File: config.mk
export PLATFORM = sky130hd
export DESIGN_NAME = weight_loader
export DESIGN_NICKNAME = d
export VERILOG_FILES = /design/src/rtl/weight_loader.sv
export SDC_FILE = /design/constraint.sdc
export NUM_CORES = 1
export LEC_CHECK = 0
export ABC_CLOCK_PERIOD_IN_PS = 7600
export CAP_MARGIN = 20
export CORE_MARGIN = 5
export CORE_UTILIZATION = 50
export DETAILED_ROUTE_END_ITERATION = 12
export PLACE_DENSITY_LB_ADDON = 0.05
export SLEW_MARGIN = 40
export SYNTH_ARGS = -nofsm -noshare
export SYNTH_HDL_FRONTEND = slang
export SYNTH_SLANG_ARGS = --single-unit
File: constraint.sdc
create_clock -name clk -period 7.6 [get_ports clk]
set_input_delay 1.52 -clock clk [delete_from_list [all_inputs] [get_ports clk]]
set_output_delay 1.52 -clock clk [all_outputs]
set_load 0.05 [all_outputs]
File: src/rtl/weight_loader.sv
// Weight loader: streams valid/ready weight words into the per-core weight SRAMs, core-major.
// Optional running XOR checksum of the load is enabled with WEIGHT_LOADER_CHECKSUM_EN.
module weight_loader #(
  parameter int P_GROUP        = 64,
  parameter int P_GROUP_LOG2   = 6,
  parameter int P_WORDS_WE     = 256,
  parameter int P_BITWIDTH_WE  = 64,
  parameter int P_ADDRWIDTH_WE = 8
) (
  input  logic                      clk,
  input  logic                      rst,
  input  logic                      start,
  input  logic                      abort,
  input  logic [P_ADDRWIDTH_WE-1:0] baseAddr,
  input  logic [P_ADDRWIDTH_WE:0]   numWords,
  input  logic [P_GROUP_LOG2:0]     numCores,
  input  logic                      inValid,
  input  logic [P_BITWIDTH_WE-1:0]  inData,
  output logic                      inReady,
  output logic [P_BITWIDTH_WE-1:0]  weightData,
  output logic [P_ADDRWIDTH_WE-1:0] weightWriteAddr,
  output logic [P_GROUP_LOG2-1:0]   weightWriteSelect,
  output logic                      nWeightWe,
  output logic                      busy,
  output logic                      done,
  output logic                      cfgErr
`ifdef WEIGHT_LOADER_CHECKSUM_EN
  ,
  output logic [P_BITWIDTH_WE-1:0]  loadChecksum
`endif
);

  localparam int AW = P_ADDRWIDTH_WE;
  localparam int GW = P_GROUP_LOG2;
  localparam logic [AW:0] WORDS_MAX = (AW+1)'(P_WORDS_WE);
  localparam logic [GW:0] CORES_MAX = (GW+1)'(P_GROUP);
  localparam logic [AW:0] W_ZERO    = {(AW+1){1'b0}};
  localparam logic [AW:0] W_ONE     = {{AW{1'b0}}, 1'b1};
  localparam logic [GW:0] C_ZERO    = {(GW+1){1'b0}};
  localparam logic [GW:0] C_ONE     = {{GW{1'b0}}, 1'b1};

  typedef enum logic [1:0] {
    S_IDLE = 2'd0,
    S_LOAD = 2'd1,
    S_DONE = 2'd2
  } state_t;

  state_t                   state_q;
  logic [AW-1:0]            base_q;
  logic [AW:0]              words_q;
  logic [GW:0]              cores_q;
  logic [AW:0]              word_cnt_q, word_cnt_d;
  logic [GW:0]              core_cnt_q, core_cnt_d;
  logic                     we_n_q;
  logic [P_BITWIDTH_WE-1:0] data_q;
  logic [AW-1:0]            addr_q;
  logic [GW-1:0]            sel_q;
  logic                     done_q;
  logic                     cfg_err_q;
`ifdef WEIGHT_LOADER_CHECKSUM_EN
  logic [P_BITWIDTH_WE-1:0] chk_q;
`endif

  logic          in_ready_s;
  logic          accept_s;
  logic          last_word_s;
  logic          last_core_s;
  logic          last_beat_s;
  logic          cfg_ok_s;
  logic [AW-1:0] wr_addr_s;

  always_comb begin
    in_ready_s  = (state_q == S_LOAD) && !abort;
    accept_s    = inValid && in_ready_s;
    last_word_s = (word_cnt_q == (words_q - W_ONE));
    last_core_s = (core_cnt_q == (cores_q - C_ONE));
    last_beat_s = accept_s && last_word_s && last_core_s;
    cfg_ok_s    = (numWords != W_ZERO) && (numWords <= WORDS_MAX) &&
                  (numCores != C_ZERO) && (numCores <= CORES_MAX);
    // Address wraps naturally at the SRAM depth.
    wr_addr_s   = base_q + word_cnt_q[AW-1:0];
    word_cnt_d  = word_cnt_q;
    core_cnt_d  = core_cnt_q;
    if (accept_s) begin
      if (last_word_s) begin
        word_cnt_d = W_ZERO;
        core_cnt_d = core_cnt_q + C_ONE;
      end else begin
        word_cnt_d = word_cnt_q + W_ONE;
      end
    end else begin
      word_cnt_d = word_cnt_q;
    end
  end

  always_ff @(posedge clk or posedge rst) begin
    if (rst) begin
      state_q    <= S_IDLE;
      base_q     <= {AW{1'b0}};
      words_q    <= W_ZERO;
      cores_q    <= C_ZERO;
      word_cnt_q <= W_ZERO;
      core_cnt_q <= C_ZERO;
      we_n_q     <= 1'b1;
      data_q     <= {P_BITWIDTH_WE{1'b0}};
      addr_q     <= {AW{1'b0}};
      sel_q      <= {GW{1'b0}};
      done_q     <= 1'b0;
      cfg_err_q  <= 1'b0;
`ifdef WEIGHT_LOADER_CHECKSUM_EN
      chk_q      <= {P_BITWIDTH_WE{1'b0}};
`endif
    end else begin
      we_n_q     <= 1'b1;
      done_q     <= 1'b0;
      cfg_err_q  <= 1'b0;
      word_cnt_q <= word_cnt_d;
      core_cnt_q <= core_cnt_d;
      if (accept_s) begin
        we_n_q <= 1'b0;
        data_q <= inData;
        addr_q <= wr_addr_s;
        sel_q  <= core_cnt_q[GW-1:0];
`ifdef WEIGHT_LOADER_CHECKSUM_EN
        chk_q  <= chk_q ^ inData;
`endif
      end
      case (state_q)
        S_IDLE: begin
          if (start) begin
            if (cfg_ok_s) begin
              base_q     <= baseAddr;
              words_q    <= numWords;
              cores_q    <= numCores;
              word_cnt_q <= W_ZERO;
              core_cnt_q <= C_ZERO;
              state_q    <= S_LOAD;
`ifdef WEIGHT_LOADER_CHECKSUM_EN
              chk_q      <= {P_BITWIDTH_WE{1'b0}};
`endif
            end else begin
              cfg_err_q <= 1'b1;
            end
          end
        end
        // Last beat moves straight to DONE so inReady drops on the same edge.
        S_LOAD: begin
          if (abort) begin
            state_q <= S_IDLE;
          end else if (last_beat_s) begin
            state_q <= S_DONE;
            done_q  <= 1'b1;
          end
        end
        S_DONE: begin
          state_q <= S_IDLE;
        end
        default: begin
          state_q <= S_IDLE;
        end
      endcase
    end
  end

  assign inReady           = in_ready_s;
  assign busy              = (state_q != S_IDLE);
  assign nWeightWe         = we_n_q;
  assign weightData        = data_q;
  assign weightWriteAddr   = addr_q;
  assign weightWriteSelect = sel_q;
  assign done              = done_q;
  assign cfgErr            = cfg_err_q;
`ifdef WEIGHT_LOADER_CHECKSUM_EN
  assign loadChecksum      = chk_q;
`endif

endmodule

* Word-level counts from Yosys, hierarchy flattened
Cells that the tools add are included.
Operators by class: add/subtract/negate cells 5, multipliers 0, divide/modulo/power cells 0, $lt $le $gt $ge 2, equality and inequality tests 6, shifts and indexed selects 0, multiplexer cells 22, bitwise operators 0, reduce and logical (&&, ||, !) cells 14
Operator list (number):
- two-way mux 9 bit | 5
- two-way mux 7 bit | 5
- adder 9 x 1 -> 9 bit, second input constant | 1
- == test 9 bit | 1
- <= comparator 9 bit, second input constant | 1
- nonzero test 9 bit | 1
- subtractor 9 x 1 -> 9 bit, second input constant | 1
- adder 8 bit | 1
- two-way mux 2 bit | 4
- adder 7 x 1 -> 7 bit, second input constant | 1
- == test 7 bit | 1
- <= comparator 7 bit, second input constant | 1
- logical AND 1 bit | 7
- two-way mux 1 bit | 7
- nonzero test 7 bit | 1
- subtractor 7 x 1 -> 7 bit, second input constant | 1
- AND reduction 3 bit | 2
- inequality test 2 bit, second input constant | 2
- one-hot mux 2 bit (2 select lines) | 1
- inequality test 3 bit, second input constant | 1
- == test 2 x 1 -> 1 bit, second input constant | 1
- zero test 2 bit | 1
- nonzero test 2 bit | 1
- zero test 1 bit | 1
Word-level totals: register bits 123, bits in latches 0, memory bits (writable) 0, memory bits (read-only) 0, output and inout port bits 83, word-level logic and storage cells 61, memories 0

* Longest topological paths before layout
Gate-level depths: netlist of run 1.
depth after elaboration 8, gate-level depth with buffers 9, depth with buffers taken out 9

* Worst setup path after synthesis of run 1
No wires, ideal clock.
path kind input port to output port, start point in abort, end point out inReady, arrival 1.964 ns, slack 4.116 ns, cell stages on the path 3, buffers on the path 0, cells stage by stage nor2_1 > nand2_1 > inv_1
On the way: word-level cells in the longest chain between the ends 2
Ends and longest elaborated chain:
- start, declared | RTL line 13 | input logic abort,
- zero test 1 bit | RTL line 73 | in_ready_s = (state_q == S_LOAD) && !abort;
- logical AND 1 bit | RTL line 73
- end, declared | RTL line 19 | output logic inReady,
Every way passes these cells.

* Worst setup path in the final report of run 1
Ends and elaborated chain as after synthesis.

==> results of run 1 <==
-- how the worst max path moves through the flow --
| stage | to | cells after the start |
|---|---|---|
| after global placement | core_cnt_q[5] | 8 |
| after detailed placement | core_cnt_q[5] | 8 |
| final | inReady | 5 |
| after CTS | inReady | 5 |
| after global routing | inReady | 5 |
| after floorplan | base_q[0] | 1 |
-- flip-flops by register name, summed over array words and instances, names as in the netlist --
name,flops
weightData,64
word_cnt_q,9
words_q,9
base_q,8
weightWriteAddr,8
core_cnt_q,7
cores_q,7
weightWriteSelect,6
state_q,2
cfgErr,1
done,1
nWeightWe,1
-- routing by layer --
metal	wire (um)	part of all wire, %	global-route usage, %
met4	403	2.8	9.70
met5	0	0	0
met3	1130	7.7	9.47
met1	5650	39	25.8
met2	7460	51	38.0
-- through the flow --
stage               util, %  total power, uW  cells  worst slack [ps]  area [um2]
detailed placement     68.5             1930    880              2940        7420
CTS                    73.6             2690    912              3010        7980
global route           73.6             2800    912              2940        7980
floorplan                 -             1550    586              2810        5550
global placement       68.4             1900    880              3060        7420
finish                 73.6             2670    912              3020        7980
-- cell families (layout without fill, tap and decap cells) --
logic type	count (synthesis)	after routing	synth area share, %
flip-flops	123	123	55.5
multiplexers	20	20	4.04
XOR/XNOR	36	36	5.68
AND/OR/NAND/NOR	309	309	23.5
adder cells (fa/ha/maj)	12	12	2.84
AO/OA/AOI/OAI	48	48	5.71
buffers and inverters	38	224	2.73
-- Yosys cell counts, drive strengths merged (7+ instances only) --
library cell  number  share of area [%]
nand2            240                 16
dfrtp            122                 55
xor2              24                3.8
nor2              22                1.5
clkbuf            20                1.4
mux2              19                3.9
o21ai             19                1.7
inv               12               0.81
xnor2             12                1.9
ha                11                2.5
a21oi              7               0.63
-- placed cells by master (no fill, tap or decap), types with 3 or more instances in the layout --
cell type	count
nand2_1	240
clkdlybuf4s50_1	175
dfrtp_1	122
xor2_1	24
nor2_1	22
mux2_2	19
o21ai_0	17
clkbuf_16	16
xnor2_1	12
inv_1	11
ha_1	11
a21oi_1	7
nor3_1	6
nand4_1	6
nand3_1	6
o31ai_1	6
clkbuf_8	6
or3_1	5
clkinv_2	5
nor4_1	4
and3_1	3
nand2b_1	3
or4_1	3
clkbuf_1	3
buf_4	3
-- worst min-delay path, stage by stage (launching register included) --
cell and delay (ps):
dfrtp_1 340, nand2_1 50, nand2_1 50
-- report_power, final --
group	switching, uW	leakage (uW)	internal (uW)
Sequential	105	0.00157	805
Combinational	647	0.00190	359
Clock	277	0.000278	474
Total	1030	0.00375	1640
-- final cells by class --
| cell class | count | area, um2 | area share, % |
|---|---|---|---|
| tap | 140 | 175 | 2.19 |
| clock buffer | 25 | 494 | 6.19 |
| inverter | 13 | 56.3 | 0.705 |
| multi-input combinational | 425 | 2330 | 29.2 |
| timing repair buffer | 179 | 1790 | 22.4 |
| clock inverter | 7 | 62.6 | 0.784 |
| sequential | 123 | 3080 | 38.6 |
==> flow_metrics.py, run 1 <==
metrics = {
    "outcome": {
        "status": "finished clean",
    },
    "global_routing": {
        "grt_max_degree": 86,
        "grt_usage_pct": 22.8,
        "grt_pass1_wl_um": 23600,
        "grt_pass1_vias": 4845,
        "grt-ovfl-total": 0,
        "antenna_found_initial": 0,
    },
    "synth": {
        "yosysSeqAreaShare_pct": 55.5,
        "ys.flop_type": "dfrtp_1",
        "ys_types": 50,
        "yosys_warnings": 0,
        "synth_edf_count": 0,
        "syn-cell-area_um2": 5550,
        "ys_ff_latch": 123,
        "synth_cells": 586,
        "ys_async_sr_fraction_pct": 100,
        "syn_area_per_cell_um2": 9.47,
        "syn_nets": 691,
    },
    "timing": {
        "drv_slew": 0,
        "hold_viol": 0,
        "period_needed_ps": 4580,
        "finClkSkew_ps": 9.50,
        "rsz0062_at_grt": "no",
        "worst_hold_slack_ps": 471,
        "max_freq_mhz": 218,
        "slew_headroom_pct": 46.1,
        "setup_tns_ps": 0,
        "finalSetupViolCount": 0,
        "worst_slew_pin_slew_ps": 809,
        "fin_crit_sh_pct": 60.2,
    },
    "place": {
        "gp_congestion": 0.855,
        "dp_hpwl_um": 10100,
        "port_buffers": 175,
    },
    "critical_path": {
        "rr_worst_depth": 7,
        "crit_type": "in2out",
        "r2r_slack_ps": 4520,
        "worstPathCellList": "clkdlybuf4s50_1, nor2_1, nand2_1, inv_1, clkdlybuf4s50_1",
        "cp_max_fo": 2,
        "cp_data_required_time_ps": 6080,
        "critPathLaunch": "abort",
        "cp_num_buf_inv": 3,
        "cp_top_family": "buffers and inverters",
        "reg2reg_from": "state_q[1]",
        "cp_common_cell": "clkdlybuf4s50_1",
        "cp_slowest_cell": "clkdlybuf4s50_1",
        "worstPathArrival_ps": 3060,
        "cp_slowest_stage_delay_ps": 800,
        "cp-end-kind": "output pin",
        "crit_path_start_kind": "primary input",
        "reg2reg_to": "core_cnt_q[5]",
    },
    "floorplan": {
        "io_pins": 176,
        "start_util_pct": 51.2,
        "die_w_um": 115,
        "rows": 38,
        "die_y_um": 115,
        "dieArea_um2": 13300,
        "core_um2": 10800,
    },
    "drt": {
        "drtPass1Iterations": 6,
        "num_vias": 4699,
        "routedWlPerCell_um": 16.1,
        "viasPerCell": 5.15,
        "route.detailed.drc": 0,
        "routed_wl_um": 14600,
        "detail-route-antenna-nets": 0,
        "drtIter0Drc": 403,
    },
    "power_and_ir_drop": {
        "powerDensity_nw_per_um2": 334,
        "leakagePower_uw": 0.00375,
        "ir_worst_vdd_uv": 293,
    },
    "run": {
        "maxCapViolations": 0,
    },
    "clocking": {
        "hold_buffers": 0,
        "clock_path_buffers": 2,
        "cts_tree": "done",
        "cts-resized-gates": 0,
        "clock_latency_ps": 530,
        "htreeDepth": 4,
        "cts_buffers": 17,
        "cts_post_setup_buffers_inserted": 0,
        "path_clk_slew_ps": 60,
        "cts.root.buffer_cell": "clkbuf_8",
        "cts_sinks": 123,
    },
    "finish": {
        "final.fill_count": 786,
        "final_layout_size_suffix_gt1_share_pct": 8.16,
        "diodes": 0,
        "nets": 864,
        "syn_to_final_growth_pct": 43.9,
    },
    "min_path": {
        "holdCritPathClass": "reg2reg",
        "hold_start": "weightData[12]",
        "min_path_cells": 2,
        "hold_end": "weightData[12]",
    },
}
Note: power is estimated with default switching activity, not from simulation.
==> run 2: changes to the inputs <==
Settings changed: ABC_CLOCK_PERIOD_IN_PS 7600 to 4000, CORE_UTILIZATION 50 to 42.
Clock period 7.6 ns to 4 ns, I/O delays scaled along.
==> flow_metrics.py, run 2 (same netlist as run 1, synthesis figures left out) <==
metrics = {
    "drt": {
        "routedWlPerCell_um": 14.9,
        "routed_wl_um": 14100,
        "drtPass1Iterations": 5,
        "drtIter0Drc": 225,
        "route.detailed.drc": 0,
        "num_vias": 4547,
        "viasPerCell": 4.79,
        "detail-route-antenna-nets": 0,
    },
    "critical_path": {
        "reg2reg_to": "word_cnt_q[1]",
        "cp_max_fo": 2,
        "crit_type": "in2out",
        "endpoint": "inReady",
        "rr_worst_depth": 8,
        "cp-end-kind": "output pin",
        "critPathLaunch": "abort",
        "r2r_slack_ps": 1070,
        "worstPathArrival_ps": 2290,
        "cp_data_required_time_ps": 3200,
        "reg2reg_from": "words_q[0]",
        "crit_path_start_kind": "primary input",
    },
    "finish": {
        "seqCellArea_um2": 3080,
        "nets": 866,
        "syn_to_final_growth_pct": 44.8,
        "final_layout_size_suffix_gt1_share_pct": 8.27,
        "final.fill_count": 1074,
        "finalNonFillerCells": 950,
        "most-common-layout-cells": "nand2_1 (240), clkdlybuf4s50_1 (175), dfrtp_1 (122)",
        "final_common_cell": "nand2_1",
        "diodes": 0,
        "largest_reg_flops": 64,
        "multi_input_area_um2": 2330,
    },
    "power_and_ir_drop": {
        "powerDensity_nw_per_um2": 629,
        "ir_worst_vdd_uv": 439,
        "leakagePower_uw": 0.00374,
        "power_uw": 5060,
    },
    "place": {
        "port_buffers": 175,
        "dp_hpwl_um": 10000,
        "gp_congestion": 0.813,
        "dp_cells": 918,
        "place_ws_ps": 632,
    },
    "min_path": {
        "holdCritPathClass": "reg2reg",
        "min_path_cells": 2,
    },
    "timing": {
        "rsz0062_at_grt": "no",
        "drv_slew": 0,
        "setup_slack_ps": 908,
        "setup_tns_ps": 0,
        "finalSetupViolCount": 0,
        "fin_crit_sh_pct": 77.3,
        "finClkSkew_ps": 7.87,
        "worst_hold_slack_ps": 470,
        "worst_slew_pin_slew_ps": 788,
        "slew_headroom_pct": 47.5,
        "max_freq_mhz": 323,
        "period_needed_ps": 3090,
        "hold_viol": 0,
    },
    "global_routing": {
        "grt_pass1_wl_um": 23900,
        "antenna_found_initial": 0,
        "grt_max_degree": 78,
        "grt_pass1_vias": 4773,
        "grt-ovfl-total": 0,
        "grt_usage_pct": 18.9,
    },
    "clocking": {
        "cts_tree": "done",
        "cts_buffers": 17,
        "hold_buffers": 0,
        "htreeDepth": 4,
        "path_clk_slew_ps": 50,
        "cts_sinks": 123,
        "cts_post_setup_buffers_inserted": 0,
        "cts.root.buffer_cell": "clkbuf_16",
        "cts-resized-gates": 0,
        "clock_path_buffers": 2,
        "clock_latency_ps": 410,
    },
    "floorplan": {
        "rows": 42,
        "start_util_pct": 42.4,
        "die_y_um": 125,
        "dieArea_um2": 15600,
        "core_um2": 13100,
        "io_pins": 176,
        "die_w_um": 125,
    },
    "outcome": {
        "status": "finished clean",
    },
    "run": {
        "maxCapViolations": 0,
    },
}
## run 2: cell count changes in the layout (fill, tap and decap cells not counted)
| cell | change |
|---|---|
| clkbuf_16 | +1 |
| inv_8 | -1 |
| clkinv_2 | +1 |
| clkbuf_8 | -3 |
| clkinvlp_4 | +1 |
| clkbuf_1 | +1 |
| buf_4 | +2 |
## run 2: area by class of cell
| class | instances | area share (%) |
|---|---|---|
| Multi-Input combinational cell | 425 | 29.0 |
| Clock inverter | 8 | 0.841 |
| Sequential cell | 123 | 38.3 |
| Timing Repair Buffer | 181 | 22.4 |
| Clock buffer | 24 | 6.00 |
| Tap cell | 176 | 2.74 |
| Inverter | 13 | 0.654 |
## run 2: metrics by stage
stage	cell area (um2)	util (%)
global placement	7480	57.2
detailed placement	7480	57.2
global route	8030	61.4
finish	8030	61.4
CTS	8030	61.4
floorplan	5550	-
## run 2: worst max-delay path, cell delays in order
cell,delay [ps]
clkdlybuf4s50_1,460
nor2_1,120
nand2_1,80
inv_1,50
clkdlybuf4s50_1,790
## run 2: worst min path at each step
stage | from | to
after floorplan | base_q[3] | base_q[3]
after global placement | weightData[55] | weightData[55]
after detailed placement | weightData[57] | weightData[57]
after CTS | weightData[10] | weightData[10]
after global routing | weightData[53] | weightData[53]
final | weightData[30] | weightData[30]
## run 2: report_power, final
| part | leakage, uW | internal [uW] | switching [uW] |
|---|---|---|---|
| clock | 0.000274 | 896 | 525 |
| combinational | 0.00190 | 682 | 1220 |
| sequential | 0.00157 | 1530 | 202 |
| total | 0.00374 | 3110 | 1950 |
## run 2: metal layers
metal | global-route usage [%] | up-vias | routed length, um
met2 | 30.4 | 129 | 6870
met3 | 7.42 | 25 | 987
met5 | 0 | - | 0
li1 | - | 2262 | -
met1 | 23.1 | 2131 | 5940
met4 | 7.53 | 0 | 331
==> run 3: changes to the inputs <==
Settings changed: ABC_CLOCK_PERIOD_IN_PS 4000 to 2480.
Clock period 4 ns to 2.48 ns, I/O delays scaled along.
==> flow_metrics.py, run 3 (same netlist as run 1, synthesis figures left out) <==
metrics = {
    "floorplan": {
        "start_util_pct": 42.4,
        "io_pins": 176,
        "die_w_um": 125,
        "rows": 42,
        "dieArea_um2": 15600,
        "die_y_um": 125,
        "core_um2": 13100,
    },
    "place": {
        "port_buffers": 175,
        "gp_congestion": 0.785,
        "dp_hpwl_um": 10700,
        "dp_cells": 936,
    },
    "clocking": {
        "cts_post_setup_buffers_inserted": 0,
        "clock_path_buffers": 2,
        "htreeDepth": 4,
        "cts_buffers": 17,
        "clock_latency_ps": 410,
        "cts.root.buffer_cell": "clkbuf_16",
        "cts_tree": "done",
        "cts_sinks": 123,
        "path_clk_slew_ps": 50,
    },
    "critical_path": {
        "crit_path_start_kind": "register",
        "crit_type": "reg2reg",
        "worstPathArrival_ps": 2760,
        "rr_worst_depth": 8,
        "cp_max_fo": 6,
        "cp_data_required_time_ps": 2820,
        "cp-end-kind": "register",
    },
    "min_path": {
        "holdCritPathClass": "reg2reg",
        "min_path_cells": 2,
    },
    "finish": {
        "nets": 884,
        "diodes": 0,
        "final_layout_size_suffix_gt1_share_pct": 11.9,
        "final.fill_count": 1094,
        "largest_reg_flops": 64,
        "final_common_cell": "nand2_1",
        "fin_util_pct": 64.0,
        "finalNonFillerCells": 968,
        "most-common-layout-cells": "nand2_1 (240), clkdlybuf4s50_1 (174), dfrtp_1 (122)",
        "syn_to_final_growth_pct": 51.1,
    },
    "timing": {
        "worst_slew_pin_slew_ps": 561,
        "period_needed_ps": 2420,
        "finalSetupViolCount": 0,
        "fin_crit_sh_pct": 97.4,
        "finClkSkew_ps": 4.06,
        "drv_slew": 0,
        "slew_headroom_pct": 62.5,
        "max_freq_mhz": 414,
        "hold_viol": 0,
    },
    "global_routing": {
        "grt_pass1_vias": 4924,
        "antenna_found_initial": 0,
        "grt_max_degree": 55,
        "grt_usage_pct": 19.2,
        "grt_pass1_wl_um": 24200,
        "grt-ovfl-total": 0,
    },
    "power_and_ir_drop": {
        "power_uw": 8590,
        "ir_worst_vdd_uv": 616,
        "powerDensity_nw_per_um2": 1030,
        "leakagePower_uw": 0.00391,
        "switching_power_uw": 3170,
        "p_clk_share_pct": 30.6,
        "internal_power_uw": 5420,
        "power.share.switching_pct": 36.9,
        "p_seq_share_pct": 32.0,
        "p_comb_share_pct": 37.4,
    },
    "drt": {
        "route.met3.wl_um": 938,
        "route.met2.wl_um": 7690,
        "routed_wl_um": 14700,
        "num_vias": 4667,
        "drtIter0Drc": 240,
        "top_layer": "met4",
        "route.detailed.drc": 0,
        "routedWlPerCell_um": 15.2,
        "viasPerCell": 4.82,
        "routedLengthMet1_um": 5820,
        "detail-route-antenna-nets": 0,
        "drtPass1Iterations": 4,
    },
    "run": {
        "maxCapViolations": 0,
    },
    "outcome": {
        "status": "finished clean",
    },
}
## run 3: cell count changes in the layout (fill, tap and decap cells not counted), sizes merged
cell           change
clkinvlp           -1
clkdlybuf4s50      -1
clkinv             -3
clkbuf             +1
buf               +19
bufinv             +3
## run 3: final timing paths
path | from | end | slack (ps)
min in group asynchronous | rst | weightData[24] | 480
min reg2reg | weightData[21] | weightData[21] | 470
min | weightData[21] | weightData[21] | 470
max reg2reg | words_q[0] | core_cnt_q[4] | 60
max | words_q[0] | core_cnt_q[4] | 60
max in group asynchronous | rst | nWeightWe | 1370
## run 3: metrics by stage
step / hold slack, ps / setup TNS [ps] / instance area (um2) / worst slack, ps
after global routing: 492 / -38.7 / 8380 / -38.7
final: 470 / 0 / 8380 / 63.9
after detailed placement: 461 / -4060 / 7670 / -148
after CTS: 475 / 0 / 8310 / 31.4
after floorplan: 487 / 0 / 5550 / 160
after global placement: 457 / -1770 / 7670 / -74.3
## run 3: power by group through the flow
stage | Sequential (uW) | Clock, uW | Combinational (uW)
3_5_place_dp | 2780 | 0 | 3200
3_3_place_gp | 2760 | 0 | 3150
4_1_cts | 2750 | 2690 | 3210
5_1_grt | 2820 | 2790 | 3410
2_1_floorplan | 4010 | 0 | 742
6_report | 2750 | 2630 | 3220
## run 3: timing repair
item	CTS	global route
gates resized for setup	0	16
endpoints found under the setup margin	0	18
hold buffers	0	0
## run 3: layout make-up
cell class | instances | area, um2 | share of cell area, %
inverters | 13 | 52.6 | 0.627
well taps | 176 | 220 | 2.63
clock inverters | 7 | 135 | 1.61
multi-input cells | 425 | 2400 | 28.6
repair buffers | 199 | 2000 | 23.9
clock buffers | 25 | 495 | 5.91
flip-flops and latches | 123 | 3080 | 36.7
## run 3: worst max-delay path: stages, from the launching register on
cell	delay (ps)
dfrtp_1	370
inv_1	80
ha_2	190
or4b_4	490
nor2_4	120
xnor2_2	160
o2111ai_4	220
or4_4	560
a21oi_2	140
## run 3: metal layers
layer  GRT usage, %  vias to the layer above
met5              0                        -
met4           6.51                        0
met3           7.93                       20
met2           33.7                      110
met1           21.2                     2249
li1               -                     2288
